File: config.mk
export PLATFORM = sky130hd
export DESIGN_NAME = sipo_deserializer
export DESIGN_NICKNAME = d
export VERILOG_FILES = /design/src/rtl/sipo_deserializer.sv
export SDC_FILE = /design/constraint.sdc
export NUM_CORES = 1
export LEC_CHECK = 0
export CAP_MARGIN = 10
export CORE_AREA = 2 2 57 59
export DETAILED_ROUTE_END_ITERATION = 12
export DIE_AREA = 0 0 59 61
export HOLD_SLACK_MARGIN = 0.03
export PLACE_DENSITY_LB_ADDON = 0.1
export SYNTH_ARGS = -nofsm -noshare
export SYNTH_HDL_FRONTEND = slang
export SYNTH_SLANG_ARGS = --single-unit
File: constraint.sdc
create_clock -name clk -period 1.2 [get_ports clk]
set_input_delay 0.24 -clock clk [delete_from_list [all_inputs] [get_ports clk]]
set_output_delay 0.24 -clock clk [all_outputs]
set_load 0.1 [all_outputs]
File: src/rtl/sipo_deserializer.sv
// sipo_deserializer: parametrised serial-in/parallel-out deserializer.
// Collects WIDTH bits qualified by bit_valid into a registered word with a
// valid/ready handshake, a sticky overflow flag and frame resync.
// Optional even-parity checking is enabled by defining SIPO_PARITY_CHECK_EN;
// in that build each frame carries one extra trailing parity bit.

module sipo_deserializer #(
  parameter int WIDTH     = 8,
  parameter bit MSB_FIRST = 1'b1
) (
  input  logic             clk,
  input  logic             rst,
  input  logic             data_in,
  input  logic             bit_valid,
  input  logic             sync,
  output logic [WIDTH-1:0] data_out,
  output logic             word_valid,
  input  logic             word_ready,
  output logic             overflow,
  output logic             parity_err
);

`ifdef SIPO_PARITY_CHECK_EN
  localparam int FRAME = WIDTH + 1;
`else
  localparam int FRAME = WIDTH;
`endif
  localparam int CW = $clog2(FRAME);

  logic [CW-1:0]    cnt;
  logic [CW-1:0]    cnt_nxt;
  logic [WIDTH-1:0] shreg;
  logic [WIDTH-1:0] shreg_base;
  logic [WIDTH-1:0] shreg_shift;
  logic [WIDTH-1:0] shreg_nxt;
  logic [WIDTH-1:0] word_nxt;
  logic             last_bit;
  logic             load_word;
  logic             drop_word;
  logic             consume;

  // A sync edge restarts the frame, so the bit arriving with it can never
  // complete a word; it shifts into an empty register as bit 0.
  assign last_bit  = bit_valid && !sync && (cnt == CW'(FRAME - 1));
  assign consume   = word_valid && word_ready;
  assign load_word = last_bit && (!word_valid || word_ready);
  assign drop_word = last_bit && word_valid && !word_ready;

  // Shift path, counter and completed-word selection.
  always_comb begin
    shreg_base  = sync ? '0 : shreg;
    shreg_shift = MSB_FIRST ? {shreg_base[WIDTH-2:0], data_in}
                            : {data_in, shreg_base[WIDTH-1:1]};
    shreg_nxt   = shreg_base;
    cnt_nxt     = sync ? '0 : cnt;
`ifdef SIPO_PARITY_CHECK_EN
    // The trailing parity bit is checked, not stored.
    word_nxt    = shreg;
    if (bit_valid && !last_bit) begin
      shreg_nxt = shreg_shift;
    end
`else
    word_nxt    = shreg_shift;
    if (bit_valid) begin
      shreg_nxt = shreg_shift;
    end
`endif
    if (bit_valid) begin
      cnt_nxt = last_bit ? '0 : (cnt_nxt + 1'b1);
    end
  end

  // Shift register and bit counter.
  always_ff @(posedge clk) begin
    if (!rst) begin
      shreg <= '0;
      cnt   <= '0;
    end else begin
      shreg <= shreg_nxt;
      cnt   <= cnt_nxt;
    end
  end

  // Output word register and handshake; a completion while the previous
  // word is still pending is dropped and flagged instead of overwriting it.
  always_ff @(posedge clk) begin
    if (!rst) begin
      data_out   <= '0;
      word_valid <= 1'b0;
    end else if (load_word) begin
      data_out   <= word_nxt;
      word_valid <= 1'b1;
    end else if (consume) begin
      word_valid <= 1'b0;
    end
  end

  // Sticky overflow, cleared only by reset or a frame resync.
  always_ff @(posedge clk) begin
    if (!rst) begin
      overflow <= 1'b0;
    end else if (sync) begin
      overflow <= 1'b0;
    end else if (drop_word) begin
      overflow <= 1'b1;
    end
  end

`ifdef SIPO_PARITY_CHECK_EN
  logic parity_q;

  // Parity result travels with data_out and follows the same drop rule.
  always_ff @(posedge clk) begin
    if (!rst) begin
      parity_q <= 1'b0;
    end else if (load_word) begin
      parity_q <= (^shreg) ^ data_in;
    end
  end

  assign parity_err = parity_q;
`else
  assign parity_err = 1'b0;
`endif

endmodule

# After elaboration in Yosys (flattened, before gate mapping)
# Cells that the tools add are included.
dict set report word_totals {
  inputBits 6
  wordCells 27
  reg_bits 20
  out_inout_bits 11
}
dict set report op_classes {
  n_reduce_logical 12
  n_mux 7
  n_eq_ne 1
  bitwise_logic 1
  n_addsub 1
}
# op n
set op_table {}
lappend op_table {{two-way mux 7 bit} 2}
lappend op_table {{two-way mux 3 bit} 3}
lappend op_table {{logical AND 1 bit} 6}
lappend op_table {{adder 3 x 1 -> 3 bit, second input constant} 1}
lappend op_table {{== test 3 bit, second input constant} 1}
lappend op_table {{logical NOT 1 bit} 3}
lappend op_table {{two-way mux 1 bit} 2}
lappend op_table {{nonzero test 2 bit} 1}
lappend op_table {{OR reduction 2 bit} 1}
lappend op_table {{logical OR 1 bit} 1}
lappend op_table {{inverter 1 bit} 1}

# Depth between registers and ports, before layout
# Gate-level depths: netlist of run 1.
dict set report logic_depth {
  ltp_word 5
  mapped_depth 6
  depth_no_buf 5
}

# Worst setup path after synthesis of run 1
# No wires, ideal clock.
dict set report synth_path {
  path_type {register to register}
  start {register word_valid}
  end {register data_out[0]}
  setup_time_ps 72
  arrival_ps 1546
  synth_period_minus_slack_ps 1618
  required_ps 1128
  slack_ps -418
  path_stages_with_launch 4
  n_path_buf 0
  path_cell_list {dfxtp_1 nand2b_1 nand3_4 mux2i_1}
}
dict set report synth_between {
  elab_chain_cells 3
}
# item line_no
set synth_lines {}
lappend synth_lines {{start, declared} 17} ;# output logic word_valid,
lappend synth_lines {{start signal, assigned} 89} ;# word_valid <= 1'b0;
lappend synth_lines {{start signal, assigned} 92} ;# word_valid <= 1'b1;
lappend synth_lines {{start signal, assigned} 94} ;# word_valid <= 1'b0;
lappend synth_lines {{logical NOT 1 bit} 46} ;# assign load_word = last_bit && (!word_valid || word_ready);
lappend synth_lines {{logical OR 1 bit} 46}
lappend synth_lines {{logical AND 1 bit} 46}
lappend synth_lines {{end signal, assigned} 91} ;# data_out <= word_nxt;
lappend synth_lines {{end, declared} 16} ;# output logic [WIDTH-1:0] data_out,
# No other way between the ends.
# A chain may end at the register's enable or synchronous reset.

# Final worst setup path of run 1
dict set report layout_path {
  start {register cnt[0]}
  end {register cnt[1]}
}
dict set report layout_between {
  elab_chain_cells 4
  elab_cells_between_ends 6
  cone_classes {1 x add/sub; 1 x eq/ne; 3 x mux; 1 x reduce/logical}
}
# item line_no
set layout_lines {}
lappend layout_lines {{start, declared} 30} ;# logic [CW-1:0] cnt;
lappend layout_lines {{start signal, assigned} 80} ;# cnt <= cnt_nxt;
lappend layout_lines {{two-way mux 3 bit or == test 3 bit (tied branches)} {55, 44}}
lappend layout_lines {{adder 3 x 1 -> 3 bit or logical AND 1 bit (tied branches)} {69, 44}}
lappend layout_lines {{two-way mux 3 bit *} 69} ;# cnt_nxt = last_bit ? '0 : (cnt_nxt + 1'b1);
lappend layout_lines {{two-way mux 3 bit *} 68} ;# if (bit_valid) begin
# Every way passes the cells marked *; elsewhere a longest branch is shown, timed or not.

==> results of run 1 <==
power breakdown:
group | internal, uW | switching (uW) | total (uW) | leakage, uW
Sequential | 668 | 3.54 | 671 | 0.000167
Combinational | 58.0 | 56.4 | 114 | 0.000367
Clock | 254 | 217 | 471 | 0.0000261
Total | 980 | 277 | 1260 | 0.000560
routing by layer:
metal,wire length (um),part of all wire,track usage,vias up
met5,0,0,0,-
met3,58,0.035,0.02772,2
met2,733,0.44,0.1540,9
met1,841,0.51,0.1447,303
li1,-,-,-,342
met4,21,0.013,0.06818,0
metrics by stage:
stage | utilization | setup TNS [ps] | std cells | instance area [um2]
2_1_floorplan | - | 0 | 86 | 875.8
3_3_place_gp | 0.4093 | -6276 | 139 | 1209
3_5_place_dp | 0.4093 | -6880 | 139 | 1209
4_1_cts | 0.4288 | -26.30 | 144 | 1266
5_1_grt | 0.4335 | -85.74 | 145 | 1280
6_report | 0.4335 | -8.646 | 145 | 1280
area by class of cell:
| type | count | area [um2] |
|---|---|---|
| Inverter | 2 | 7.507 |
| Sequential cell | 20 | 416.7 |
| Multi-Input combinational cell | 59 | 427.9 |
| Fill cell | 300 | 1673 |
| Timing Repair Buffer | 27 | 339.1 |
| Tap cell | 33 | 41.29 |
| Clock buffer | 4 | 47.55 |
what timing repair did:
item	4_1_cts	5_1_grt
endpoints found under the setup margin	12	7
resized for setup	3	2
buffers inserted	1	1
pin swaps	0	2
hold buffers	0	0
how the worst max path moves through the flow:
stage	slack [ps]	end	start	cells past startpoint
2_1_floorplan	0.07	cnt[1]	sync	5
3_3_place_gp	-480	cnt[1]	sync	5
3_5_place_dp	-530	cnt[1]	sync	5
4_1_cts	-30	cnt[1]	cnt[1]	4
5_1_grt	-70	cnt[1]	cnt[0]	4
6_report	-9	cnt[1]	cnt[0]	4
cell families after synthesis:
family                     Yosys count  share of synthesized area
and+or+nand+nor                     37                     0.2526
DFF                                 20                     0.4699
muxes                               14                     0.1645
buffers and inverters                7                    0.03671
AOI/OAI and AO/OA                    4                    0.03671
xor gates and xnor gates             2                    0.02056
adders and majority gates            1                    0.01468
other                                1                   0.004401
flip-flops by register name, indices dropped and copies added, names as in the netlist:
signal / flops
word_valid: 1
shreg: 7
overflow: 1
data_out: 8
cnt: 3
cells in the final DEF, fill, tap and decap left out, drive strengths merged, types with 4 or more instances in the layout:
| cell type | count |
|---|---|
| nand2 | 11 |
| nor2 | 7 |
| clkdlybuf4s50 | 4 |
| clkbuf | 4 |
| mux2i | 14 |
| nand3b | 7 |
| buf | 22 |
| dfxtp | 20 |
worst max-delay path: cells and delay by family (launching register included):
family	cells	cell delay [ps]
flops	1	340
simple gates	2	320
fa+ha+maj	1	260
compound gates	1	190
==> flow_summary.ini, run 1 <==
[route]
via_per_inst = 4.524
drc = 0
initialDrtViolationCount = 10
dr.pass1.iters = 3
antenna_left = 0
vias = 656
wl_per_cell_um = 11.41
wl_um = 1655

[global_route]
grt_pass1_vias = 642
grt_antenna_before_repair = 0
grt_pass1_wl_um = 2801
grt_usage = 0.1078
gr-total-overflow = 0
grt_start_max_net_pins = 13

[yosys]
netlist_instances = 86
yosysTopAreaCell = dfxtp_1
ys_seq_area_frac = 0.4699
synthTopCellsByCount = dfxtp_1, mux2i_1, nand2_1
synth_edf_count = 0
synth_top_cell_area_share = 0.4699
synth_warnings = 0
netlist_area_um2 = 852.1
synthDistinctLibCells = 24
synth_ff_type = dfxtp_1
synth.area.top_cells = dfxtp_1, mux2i_1, nand3b_1
ys_ff_latch = 20
avgSynthCellArea_um2 = 9.908
yosys.cell_count.top_type = dfxtp_1
synth.net_count = 93
synthArstFlopShare = 0

[sta]
fin_hold_ws_ps = 489.2
rsz0062_at_grt = yes
clock_skew_ps = 8.045
finalCritPeriodShare = 1.007
worst_slack_ps = -8.646
fin_crit_ps = 1209
slew_viol_final = 0
fmax_ghz = 0.8274
setup_viol = 1
finalHoldViolCount = 0

[cells_and_area]
n_antenna_cell = 0
synthToLayoutAreaGrowth_pct = 50.22
layout-drive-gt1-share = 0.3571
layout.nets = 120

[setup_path]
slowest_stage = dfxtp_2
cp_data_required_time_ps = 1400
rr_startpoint = cnt[0]
arrival_ps = 1410
crit_type = flip-flop to flip-flop
cpPeakStageDelay_ps = 340
crit_path_start_kind = flip-flop
r2r_slack_ps = -9
worstPathCellList = and2b_1 -> ha_1 -> and3_1 -> a32o_1
crit_fanout = 2
timing.rr.end = cnt[1]
endpoint_kind = flip-flop
reg2regPathDepth = 4

[die]
die_y_um = 61
start_util = 0.2886
pin_count = 17
die-area_um2 = 3599
core_area_um2 = 2953
chipWidth_um = 59
num_rows = 20

[placed_design]
hpwlAfterDp_um = 1268
gp_congestion = 0.7381
post-place-ws_ps = -529.8
port_buffers = 15

[outcome]
violations = negative setup slack
status = complete, but fails checks

[min_path]
hp-start = data_out[0]
min_to = data_out[0]
hp-class = flip-flop to flip-flop
hold_depth = 2

[clocking]
clk_path_buf_depth = 2
htreeDepth = 1
numClockSinks = 20
cts_tree = built
cts-root-buf = clkbuf_4
clk_pin_slew_ps = 110
clk_latency_ps = 300
cts_made_buffers = 3

[power_and_ir_drop]
total_power_uw = 1257
p_leak_uw = 0.0005601
powerDensity_nw_per_um2 = 981.8
ir_worst_vdd_v = 0.0005445

[flow_run]
maxCapViolations = 0
(Power assumes the default switching activity.)
==> inputs of run 2 (changes only) <==
Settings changed: TNS_END_PERCENT from default to 10.
==> flow_summary.ini, run 2 (synthesized netlist as in run 1, its figures left out) <==
[cells_and_area]
synthToLayoutAreaGrowth_pct = 48.46
regMostFlops = data_out
layout.nets = 120
final_cell_mix = dfxtp_1, mux2i_1, buf_4
final_common_cell = dfxtp_1
largest_reg_flops = 8
layout-drive-gt1-share = 0.2857
nFillCells = 306
ff_latch_area_um2 = 406.6
multi_input_area_um2 = 422.9
n_antenna_cell = 0
reg_top3 = data_out: 8 flops, shreg: 7 flops, cnt: 3 flops

[die]
chipWidth_um = 59
num_rows = 20
die_y_um = 61
start_util = 0.2886
core_area_um2 = 2953
die-area_um2 = 3599
pin_count = 17

[min_path]
hold_depth = 2
hp-start = data_out[0]
min_to = data_out[0]
hp-class = flip-flop to flip-flop

[power_and_ir_drop]
p_leak_uw = 0.0005546
power_switching_uw = 271.4
p_seq_frac = 0.537
internal_power_uw = 978.2
total_power_uw = 1250
swShare = 0.2172
ir_worst_vdd_v = 0.0004110
comb_power_share = 0.087
powerDensity_nw_per_um2 = 987.9
power_frac_clock = 0.376

[global_route]
grt_antenna_before_repair = 0
grt_pass1_vias = 613
grt_usage = 0.09884
gr-total-overflow = 0
grt_pass1_wl_um = 2697
grt_start_max_net_pins = 13

[placed_design]
port_buffers = 15
gp_congestion = 0.7010
hpwlAfterDp_um = 1258

[sta]
slew_viol_final = 0
finalCritPeriodShare = 1.007
worst_slack_ps = -8.121
clock_skew_ps = 6.139
fin_crit_ps = 1208
tns_ps = -8.121
fmax_ghz = 0.8277
finalHoldViolCount = 0
rsz0062_at_grt = yes
setup_viol = 1

[setup_path]
r2r_slack_ps = -8
cp_data_required_time_ps = 1400
endpoint_kind = flip-flop
reg2regPathDepth = 4
crit_path_start_kind = flip-flop
crit_family = flip-flops
timing.rr.end = cnt[1]
slowest_stage = dfxtp_1
worstPathCellList = nor2b_2 -> ha_1 -> and3_1 -> a32o_1
critPathBufInv = 0
arrival_ps = 1410
rr_startpoint = cnt[1]
crit_type = flip-flop to flip-flop
cpPeakStageDelay_ps = 330
crit_fanout = 2

[route]
wl_per_cell_um = 10.92
via_per_inst = 4.421
initialDrtViolationCount = 18
dr.pass1.iters = 4
drc = 0
antenna_left = 0
vias = 641
wl_um = 1583

[flow_run]
maxCapViolations = 0

[clocking]
htreeDepth = 1
numClockSinks = 20
clk_pin_slew_ps = 120
post_cts_hold_buffer_count = 0
cts-root-buf = clkbuf_4
cts_tree = built
clk_latency_ps = 300
clk_path_buf_depth = 2
cts_made_buffers = 3

[outcome]
status = complete, but fails checks
violations = negative setup slack
## run 2: cell counts in the layout (fill, tap and decap cells not counted)
No cell type changed its count.
## run 2: final cells by class
cell class,count,share of cell area
Clock buffer,4,0.03759
Tap cell,33,0.03264
Sequential cell,20,0.3215
Inverter,2,0.005935
Multi-Input combinational cell,59,0.3343
Timing Repair Buffer,27,0.2681
## run 2: routing by layer
metal	GRT usage	vias to the layer above	wire, um
li1	-	340	-
met3	0.01919	0	52
met5	0	-	0
met4	0.03896	0	0
met1	0.1365	290	802
met2	0.1524	11	728
## run 2: power groups by stage
stage | Sequential (uW) | Clock [uW] | Combinational [uW]
2_1_floorplan | 684 | 0 | 61.2
3_3_place_gp | 686 | 0 | 111
3_5_place_dp | 686 | 0 | 111
4_1_cts | 671 | 499 | 111
5_1_grt | 673 | 527 | 118
6_report | 671 | 469 | 109
## run 2: repair_timing
item | in CTS | in global routing
setup buffers | 0 | 0
gates resized for setup | 2 | 1
cloned | 0 | 0
endpoints found under the setup margin | 12 | 1
## run 2: how the worst max path moves through the flow
stage	start	endpoint	slack (ps)	cells after the start
floorplan	data_out[1]	data_out[1]	-30	2
global placement	sync	cnt[1]	-480	5
detailed placement	sync	cnt[1]	-510	5
CTS	cnt[1]	cnt[1]	-20	4
global route	cnt[0]	cnt[1]	-40	4
finish	cnt[1]	cnt[1]	-8	4
## run 2: tightest hold or removal path: cells and delay by family (launching register included)
| kind | cells | cell delay, ps |
|---|---|---|
| AND/OR/NAND/NOR | 1 | 50 |
| multiplexers | 1 | 60 |
| flip-flops | 1 | 350 |
## run 2: through the flow
step,hold slack (ps),util,setup slack [ps],area [um2],instances
final,490.0,0.4284,-8.121,1265,145
after global routing,510.5,0.4284,-41.44,1265,145
after CTS,495.5,0.4280,-16.05,1264,145
after detailed placement,476.9,0.4114,-505.1,1215,141
after global placement,463.3,0.4114,-482.8,1215,141
after floorplan,371.3,-,-30.46,858.3,86
